$ cat config.mk
export PLATFORM = sky130hd
export DESIGN_NAME = coin_sensor_tx_flat
export DESIGN_NICKNAME = d
export VERILOG_FILES = /design/src/rtl/coin_sensor_tx_if.sv /design/src/rtl/coin_sensor_tx.sv /design/src/flat_wrapper.sv
export SDC_FILE = /design/constraint.sdc
export NUM_CORES = 1
export LEC_CHECK = 0
export ABC_AREA = 1
export ABC_CLOCK_PERIOD_IN_PS = 1300
export CORE_MARGIN = 2
export CORE_UTILIZATION = 49
export CTS_BUF_LIST = sky130_fd_sc_hd__clkbuf_4 sky130_fd_sc_hd__clkbuf_8
export DETAILED_ROUTE_END_ITERATION = 6
export MAX_ROUTING_LAYER = met4
export PLACE_DENSITY = 0.77
export SYNTH_ARGS = -nofsm -noshare
export SYNTH_HDL_FRONTEND = slang
export SYNTH_SLANG_ARGS = --single-unit
$ cat constraint.sdc
create_clock -name clk -period 1.3 [get_ports clk]
set_input_delay 0.26 -clock clk [delete_from_list [all_inputs] [get_ports clk]]
set_output_delay 0.26 -clock clk [all_outputs]
set_load 0.01 [all_outputs]
$ cat src/rtl/coin_sensor_tx_if.sv
// Coin-sensor link bundle: frame request and word selection towards the transmitter,
// serial data and status back.
//   start      frame request
//   raw_mode   1 = send raw_value, 0 = send coin-table word
//   coin_sel   0 penny, 1 nickle, 2 dime, 3 quarter
//   raw_value  word sent in raw mode
//   serialOut  serial data, LSB first
//   write      high during the 10 data cycles
//   busy       frame (data + gap) in progress
//   done       one-cycle pulse on the last gap cycle
interface coin_sensor_tx_if;
    logic       start;
    logic       raw_mode;
    logic [1:0] coin_sel;
    logic [9:0] raw_value;
    logic       serialOut;
    logic       write;
    logic       busy;
    logic       done;

    modport master (
        output start, raw_mode, coin_sel, raw_value,
        input  serialOut, write, busy, done
    );

    modport slave (
        input  start, raw_mode, coin_sel, raw_value,
        output serialOut, write, busy, done
    );
endinterface

$ cat src/rtl/coin_sensor_tx.sv
// Serial transmitter for the coin-sensor link. On an accepted start it captures a 10-bit
// word (coin-table value or raw value), shifts it out LSB first with write high, then holds
// write low for GAP_CYCLES cycles so the receiver can classify the coin.
//   clk    rising-edge clock
//   reset  asynchronous, active-low reset
//   bus    coin_sensor_tx_if slave side (start/raw_mode/coin_sel/raw_value in,
//          serialOut/write/busy/done out, all outputs registered)
module coin_sensor_tx #(
    parameter int unsigned GAP_CYCLES = 2  // legal range 1..15
) (
    input logic             clk,
    input logic             reset,
    coin_sensor_tx_if.slave bus
);

    localparam logic [3:0] GapLast = 4'(GAP_CYCLES - 1);
    localparam logic [3:0] BitLast = 4'd9;

    typedef enum logic [1:0] {
        StIdle,
        StShift,
        StGap
    } state_e;

    state_e     state_q, state_d;
    logic [9:0] shreg_q, shreg_d;
    logic [3:0] cnt_q, cnt_d;
    logic       ser_q, ser_d;
    logic       write_q, write_d;
    logic       busy_q, busy_d;
    logic       done_q, done_d;

    logic [9:0] word;
    logic [3:0] cnt_inc;

    assign cnt_inc = cnt_q + 4'd1;

    // Mid-band word of each receiver window.
    always_comb begin
        word = 10'h000;
        if (bus.raw_mode) begin
            word = bus.raw_value;
        end else begin
            unique case (bus.coin_sel)
                2'd0:    word = 10'h2EE;
                2'd1:    word = 10'h343;
                2'd2:    word = 10'h2C1;
                default: word = 10'h3BB;
            endcase
        end
    end

    // Outputs are computed for the cycle after the edge, so every output is a flop.
    // In SHIFT, cnt_q is the index of the bit currently on serialOut; in GAP it is the
    // index of the current gap cycle.
    always_comb begin
        state_d = state_q;
        shreg_d = shreg_q;
        cnt_d   = cnt_q;
        ser_d   = 1'b0;
        write_d = 1'b0;
        busy_d  = busy_q;
        done_d  = 1'b0;
        unique case (state_q)
            StIdle: begin
                busy_d = 1'b0;
                if (bus.start) begin
                    // Bit 0 goes straight to the output flop; the rest waits in shreg.
                    ser_d   = word[0];
                    shreg_d = {1'b0, word[9:1]};
                    write_d = 1'b1;
                    busy_d  = 1'b1;
                    cnt_d   = 4'd0;
                    state_d = StShift;
                end
            end
            StShift: begin
                busy_d = 1'b1;
                if (cnt_q == BitLast) begin
                    cnt_d   = 4'd0;
                    done_d  = (GapLast == 4'd0);
                    state_d = StGap;
                end else begin
                    ser_d   = shreg_q[0];
                    shreg_d = {1'b0, shreg_q[9:1]};
                    write_d = 1'b1;
                    cnt_d   = cnt_inc;
                end
            end
            StGap: begin
                if (cnt_q == GapLast) begin
                    busy_d  = 1'b0;
                    cnt_d   = 4'd0;
                    state_d = StIdle;
                end else begin
                    busy_d = 1'b1;
                    done_d = (cnt_inc == GapLast);
                    cnt_d  = cnt_inc;
                end
            end
            default: begin
                busy_d  = 1'b0;
                cnt_d   = 4'd0;
                state_d = StIdle;
            end
        endcase
    end

    always_ff @(posedge clk or negedge reset) begin
        if (!reset) begin
            state_q <= StIdle;
            shreg_q <= 10'h000;
            cnt_q   <= 4'd0;
            ser_q   <= 1'b0;
            write_q <= 1'b0;
            busy_q  <= 1'b0;
            done_q  <= 1'b0;
        end else begin
            state_q <= state_d;
            shreg_q <= shreg_d;
            cnt_q   <= cnt_d;
            ser_q   <= ser_d;
            write_q <= write_d;
            busy_q  <= busy_d;
            done_q  <= done_d;
        end
    end

    assign bus.serialOut = ser_q;
    assign bus.write     = write_q;
    assign bus.busy      = busy_q;
    assign bus.done      = done_q;

endmodule
$ cat src/flat_wrapper.sv
// flat-port wrapper written by rule: the top's interface ports become plain ports
module coin_sensor_tx_flat 
#(
    parameter int unsigned GAP_CYCLES = 2                      
)
  (clk, reset, bus_start, bus_raw_mode, bus_coin_sel, bus_raw_value, bus_serialOut, bus_write, bus_busy, bus_done);
  coin_sensor_tx_if bus_i ();
  input logic clk;
  input logic reset;
  input wire logic [$bits(bus_i.start)-1:0] bus_start;
  input wire logic [$bits(bus_i.raw_mode)-1:0] bus_raw_mode;
  input wire logic [$bits(bus_i.coin_sel)-1:0] bus_coin_sel;
  input wire logic [$bits(bus_i.raw_value)-1:0] bus_raw_value;
  output wire logic [$bits(bus_i.serialOut)-1:0] bus_serialOut;
  output wire logic [$bits(bus_i.write)-1:0] bus_write;
  output wire logic [$bits(bus_i.busy)-1:0] bus_busy;
  output wire logic [$bits(bus_i.done)-1:0] bus_done;
  assign bus_i.start = bus_start;
  assign bus_i.raw_mode = bus_raw_mode;
  assign bus_i.coin_sel = bus_coin_sel;
  assign bus_i.raw_value = bus_raw_value;
  assign bus_serialOut = bus_i.serialOut;
  assign bus_write = bus_i.write;
  assign bus_busy = bus_i.busy;
  assign bus_done = bus_i.done;
  coin_sensor_tx #(.GAP_CYCLES(GAP_CYCLES)) u_core (.clk(clk), .reset(reset), .bus(bus_i));
endmodule
# Word level (Yosys, flattened, before mapping)
# Index checks and enable logic that the tools add are counted.
[totals] inputBits=16 ff_bits=20 word_cells=47 out_inout_bits=4
[op_classes] n_eq_ne=11 add_sub_neg=1 n_reduce_logical=5 muxes=23
[ops] op="two-way mux 10 bit" n=3
[ops] op="case mux 9 bit (3 select lines)" n=1
[ops] op="case mux 10 bit (2 select lines)" n=1
[ops] op="two-way mux 4 bit" n=3
[ops] op="case mux 4 bit (3 select lines)" n=1
[ops] op="== test 4 x 1 -> 1 bit, second input constant" n=2
[ops] op="two-way mux 1 bit" n=7
[ops] op="two-way mux 2 bit" n=3
[ops] op="case mux 2 bit (3 select lines)" n=1
[ops] op="AND reduction 3 bit" n=2
[ops] op="adder 4 x 1 -> 4 bit, second input constant" n=1
[ops] op="== test 2 x 1 -> 1 bit, second input constant" n=2
[ops] op="== test 2 bit, second input constant" n=2
[ops] op="== test 4 bit, second input constant" n=1
[ops] op="logical NOT 2 bit" n=2
[ops] op="inequality test 2 x 1 -> 1 bit, second input constant" n=2
[ops] op="inequality test 2 bit, second input constant" n=2
[ops] op="case mux 1 bit (2 select lines)" n=2
[ops] op="case mux 1 bit (3 select lines)" n=1
[ops] op="nonzero test 2 bit" n=1

# Logic depth before layout (Yosys ltp)
[depth] ltp_word=5 mapped_depth=8 depth_no_buf=8

# Worst setup path after synthesis
# OpenSTA, ideal clock, no wires.
[synth_path] kind="flip-flop to flip-flop" startpoint="register u_core.state_q[1]" endpoint="register u_core.shreg_q[7]" synth_period_minus_slack_ns=1.284 t_required_ns=1.184 arrival_ns=1.167 setup_time_ns=0.116 path_slack_ns=0.016 stages_incl_launch_ff=8 n_path_buf=0 cell_sequence="dfrtp_1 inv_1 ha_1 inv_2 nor2_1 nor2_4 nand2_1 nand2_1"
[synth_between] elab_chain_len=3 elab_cells_between_ends=7 cone_classes="eq/ne (3); mux (1); reduce/logical (3)"
[synth_rtl] element="start, declared" line="coin_sensor_tx.sv:25" source="state_e state_q, state_d;"
[synth_rtl] element="start signal, assigned" line="coin_sensor_tx.sv:111" source="state_q <= StIdle;"
[synth_rtl] element="start signal, assigned" line="coin_sensor_tx.sv:119" source="state_q <= state_d;"
[synth_rtl] element="== test 2 x 1 -> 1 bit or logical NOT 2 bit (tied branches)" line="coin_sensor_tx.sv:64" source="unique case (state_q)"
[synth_rtl] element="inequality test 2 bit (no source line) or nonzero test 2 bit (tied branches)"
[synth_rtl] element="AND reduction 3 bit (no source line)"
[synth_rtl] element="end signal, assigned" line="coin_sensor_tx.sv:120" source="shreg_q <= shreg_d;"
[synth_rtl] element="end, declared" line="coin_sensor_tx.sv:26" source="logic [9:0] shreg_q, shreg_d;"
# Several ways; a longest one is shown, not always the timed one.
# A chain may end at the register's enable or synchronous reset.

# Final worst setup path
[layout_path] startpoint="input port bus_coin_sel[0]" endpoint="register u_core.shreg_q[2]"
[layout_between] elab_chain_len=5 elab_cells_between_ends=7 cone_classes="eq/ne (2); mux (4); reduce/logical (1)"
[layout_rtl] element="start, declared" line="flat_wrapper.sv:12" source="input wire logic [$bits(bus_i.coin_sel)-1:0] bus_coin_sel;"
[layout_rtl] element="== test 2 bit, or another cell as far along" line="coin_sensor_tx.sv:44" source="unique case (bus.coin_sel)"
[layout_rtl] element="case mux 9 bit (3 select lines) (*)" line="coin_sensor_tx.sv:44"
[layout_rtl] element="two-way mux 10 bit (*)" line="coin_sensor_tx.sv:41" source="if (bus.raw_mode) begin"
[layout_rtl] element="two-way mux 10 bit (*)" line="coin_sensor_tx.sv:67" source="if (bus.start) begin"
[layout_rtl] element="case mux 10 bit (2 select lines) (*)" line="coin_sensor_tx.sv:64"
# Mark *: on every way between the ends. The rest lies on a longest branch, timed or not. The select of a mux whose other input is x is not followed.

==> results.md <==
* FP Rows at 17
* Layout cells sized above 1 at about a quarter
* Clock Tree Root: clkbuf_4
* Crit path max fanout at 4
* Number of flops mapped to enable cells by yosys at 0
* Congestion Overflow GR at 0
* Crit path time final at between 1 and 1.5 ns
* Chip Width at between 50 and 60 µm
* Failing checks: setup timing
* Dominant synthesized flop cell: dfrtp_1
* Count leader, synth: nand2_1
* Power Dens Cells at about 1600 mW/mm²
* Slew headroom at around 83%
* Area Growth Syn to Fin at 43.0%
* Max Slew Vio Count at 0
* CP Launch Type: input pin
* Synth Net Count at about 190
* Share of the synthesized area in the top cell type at between 30 and 40%
* Final HPWL DP at approximately 2000 µm
* Netlist cell types at 19
* Yosys warns at 0
* Worst-skew pair later-pin latency at a little under 0.3 ns
* Nets@finish at around 240
* CTS Buf Count at 3
* Critical Path AT at about 1.6 ns
* Status: finished, violations left
* Final setup margin at -0.0820 ns
* Final Core Density at between 70% and 80%
* Crit path capture type: flip-flop
* Largest net degree at the start of global routing at 20
* Final period util at 106%
* Initial antenna violation count at 0
* Most instantiated cells after synthesis: 85 x nand2_1, 19 x dfrtp_1, 16 x inv_1
* Critical setup path kind: input pin to flip-flop
* Routed Antenna Nets at 0
* 1st-pass router iterations at 4
* Global Route Usage Sum at between 20% and 30%
* Average size of a mapped cell at between 7 and 8 µm²
* Synth Register Bits at 19
* H-tree levels at 1
* DR vias/cell at ~5.1
* Hold Crit Class: input pin to async pin
* Pre-CTS setup slack at -0.290 ns
* Drt initial violations at 29
* Area contributors post-synth: dfrtp_1 40%, nand2_1 27%, ha_1 13%
* P_leak at 0.919 nW
* Die Y at between 50 and 60 µm
* Final Skew at between 0.006 and 0.007 ns
* Top Ports at 20
* Final estimated routing congestion in global placement at slightly above 0.8
* Worst EP required at between 1.5 and 2 ns
* Max Fclk at approximately 0.72 GHz
* RR Startpoint: u_core.state_q[0]
* Sink Count at 19
* Core box area at about 0.0023 mm²
* Final setup viols at 8
* Full die area at roughly 0.0028 mm²
* CTS Buffer Depth at 2
* Aggregate routed wire length at 3060 µm
* Crit. Startpoint: bus_coin_sel[0]
* Post-synth ARST share at 100%
* Mapped Cells at 166
* Worst Hold Slack at between 0.2 and 0.3 ns
* Routed vias at approximately 1200
* Actual slew at the worst max-slew pin at 0.250 ns
* DP Area at 0.00152 mm²
* Hold buffers post-CTS at 0
* DRC violations left at 0
* Max-cap violations at 0
* Starting Density at around 53%
* Final Hold Viols at 0
* Post-synth top area cell: dfrtp_1
* Diodes inserted at 0
* Post-synthesis sequential area ratio at 39.8%
* RSZ-0062 raised after global routing: true
* First-pass GRT wire length at ~4700 µm
* VDD IR max at 1.02 mV
* Post-route cell area at approximately 0.0017 mm²
* Port-buffer cells at 19
* CTS clock-pin slew for the worst setup and hold paths at between 0.1 and 0.15 ns
* WL/cell at between 10 and 15 µm
* # fillers at between 150 and 200
* Vias in the first global route at roughly 1100
* Area of the mapped netlist at between 0.001 and 0.0015 mm²
* TritonCTS clock tree: yes
==> state kept, by name, summed over array words and instances, names as in the netlist <==
signal and cells:
u_core.bus.busy 1, u_core.bus.done 1, u_core.bus.serialOut 1, u_core.bus.write 1, u_core.cnt_q 4, u_core.shreg_q 9
u_core.state_q 2
==> layout make-up <==
class	instances	area, µm²	area share, %
flip-flops and latches	19	475	27.9
multi-input cells	130	762	44.6
inverters	17	66.3	3.89
clock buffers	3	22.5	1.32
clock inverters	1	5.00	0.293
well taps	28	35.0	2.05
repair buffers	37	340	19.9
==> where the power goes <==
group	total, mW	switching (mW)	internal, mW
Combinational	1.57	0.886	0.679
Sequential	0.920	0.121	0.798
Clock	0.300	0.185	0.114
==> per-stage QoR <==
| stage | instances | total power [mW] | setup TNS (ns) |
|---|---|---|---|
| 3_5_place_dp | 224 | 2.19 | -2.00 |
| 2_1_floorplan | 166 | 1.67 | 0 |
| 5_1_grt | 235 | 3.01 | -0.931 |
| 6_report | 235 | 2.78 | -0.141 |
| 4_1_cts | 229 | 2.57 | 0 |
| 3_3_place_gp | 224 | 2.13 | -1.62 |
==> logic make-up after synthesis <==
group	count (synthesis)	share of synthesized area, %
and+or+nand+nor	106	36.5
AOI/OAI and AO/OA	9	4.19
xor gates and xnor gates	1	0.734
DFF	19	39.8
buffers and inverters	19	6.18
adders and majority gates	12	12.6
==> worst max-delay path, stage by stage <==
cell and delay, ns:
clkdlybuf4s50_1 0.48, inv_1 0.08, ha_1 0.32, o21ai_1 0.19, nand2_1 0.07, nand2_1 0.08
nand2_1 0.07, nand2_1 0.07
==> repair_timing <==
| action | CTS | global route |
|---|---|---|
| pin swaps | 2 | 5 |
| buffers inserted | 1 | 4 |
| gates cloned | 0 | 2 |
| resized for setup | 12 | 24 |
| setup endpoints to repair | 17 | 16 |
==> path summary, 6_finish.rpt <==
kind	slack, ns	end	cells after the start
worst max-delay path	-0.08	u_core.shreg_q[2]	8
worst min-delay path	0.28	u_core.state_q[0]	2
worst max register to register	-0.02	u_core.shreg_q[2]	7
worst min register to register	0.48	u_core.shreg_q[8]	2
max in group asynchronous	0.81	u_core.shreg_q[7]	2
min in group clk	0.48	u_core.shreg_q[8]	2
==> cells in the final DEF, fill, tap and decap left out <==
| cell type | netlist | final |
|---|---|---|
| nand2_2 | 1 | 7 |
| nand4_1 | 2 | 2 |
| buf_4 | 0 | 15 |
| clkinv_2 | 0 | 1 |
| nand3_1 | 9 | 8 |
| nor3_2 | 0 | 1 |
| buf_12 | 0 | 1 |
| inv_1 | 16 | 11 |
| ha_4 | 0 | 3 |
| inv_2 | 1 | 5 |
| nand3_4 | 0 | 1 |
| nand2_4 | 0 | 1 |
| buf_6 | 0 | 2 |
| ha_1 | 12 | 8 |
| a31oi_1 | 1 | 1 |
| nand2_1 | 85 | 79 |
| nor2_2 | 0 | 3 |
| nand3b_1 | 1 | 1 |
| nor2_4 | 1 | 2 |
| o21ai_0 | 6 | 5 |
| clkdlybuf4s50_1 | 0 | 15 |
| nand3_2 | 1 | 1 |
| a21oi_1 | 1 | 1 |
| clkbuf_4 | 0 | 3 |
| xnor2_2 | 0 | 1 |
| dlygate4sd2_1 | 0 | 4 |
| inv_4 | 0 | 1 |
| ha_2 | 0 | 1 |
| nor2_1 | 5 | 2 |
| dfrtp_1 | 19 | 19 |
| o21ai_1 | 0 | 1 |
| o21ai_4 | 0 | 1 |
==> layer usage <==
layer | vias to the layer above | global-route usage [%] | share of wire [%] | wire length (µm)
met4 | 0 | 9.83 | 2.9 | 88
li1 | 597 | - | - | -
met2 | 35 | 39.9 | 50 | 1530
met1 | 559 | 26.2 | 43 | 1310
met3 | 12 | 5.37 | 4.3 | 133
met5 | - | - | 0 | 0
Note: power is estimated with default switching activity, not from simulation.
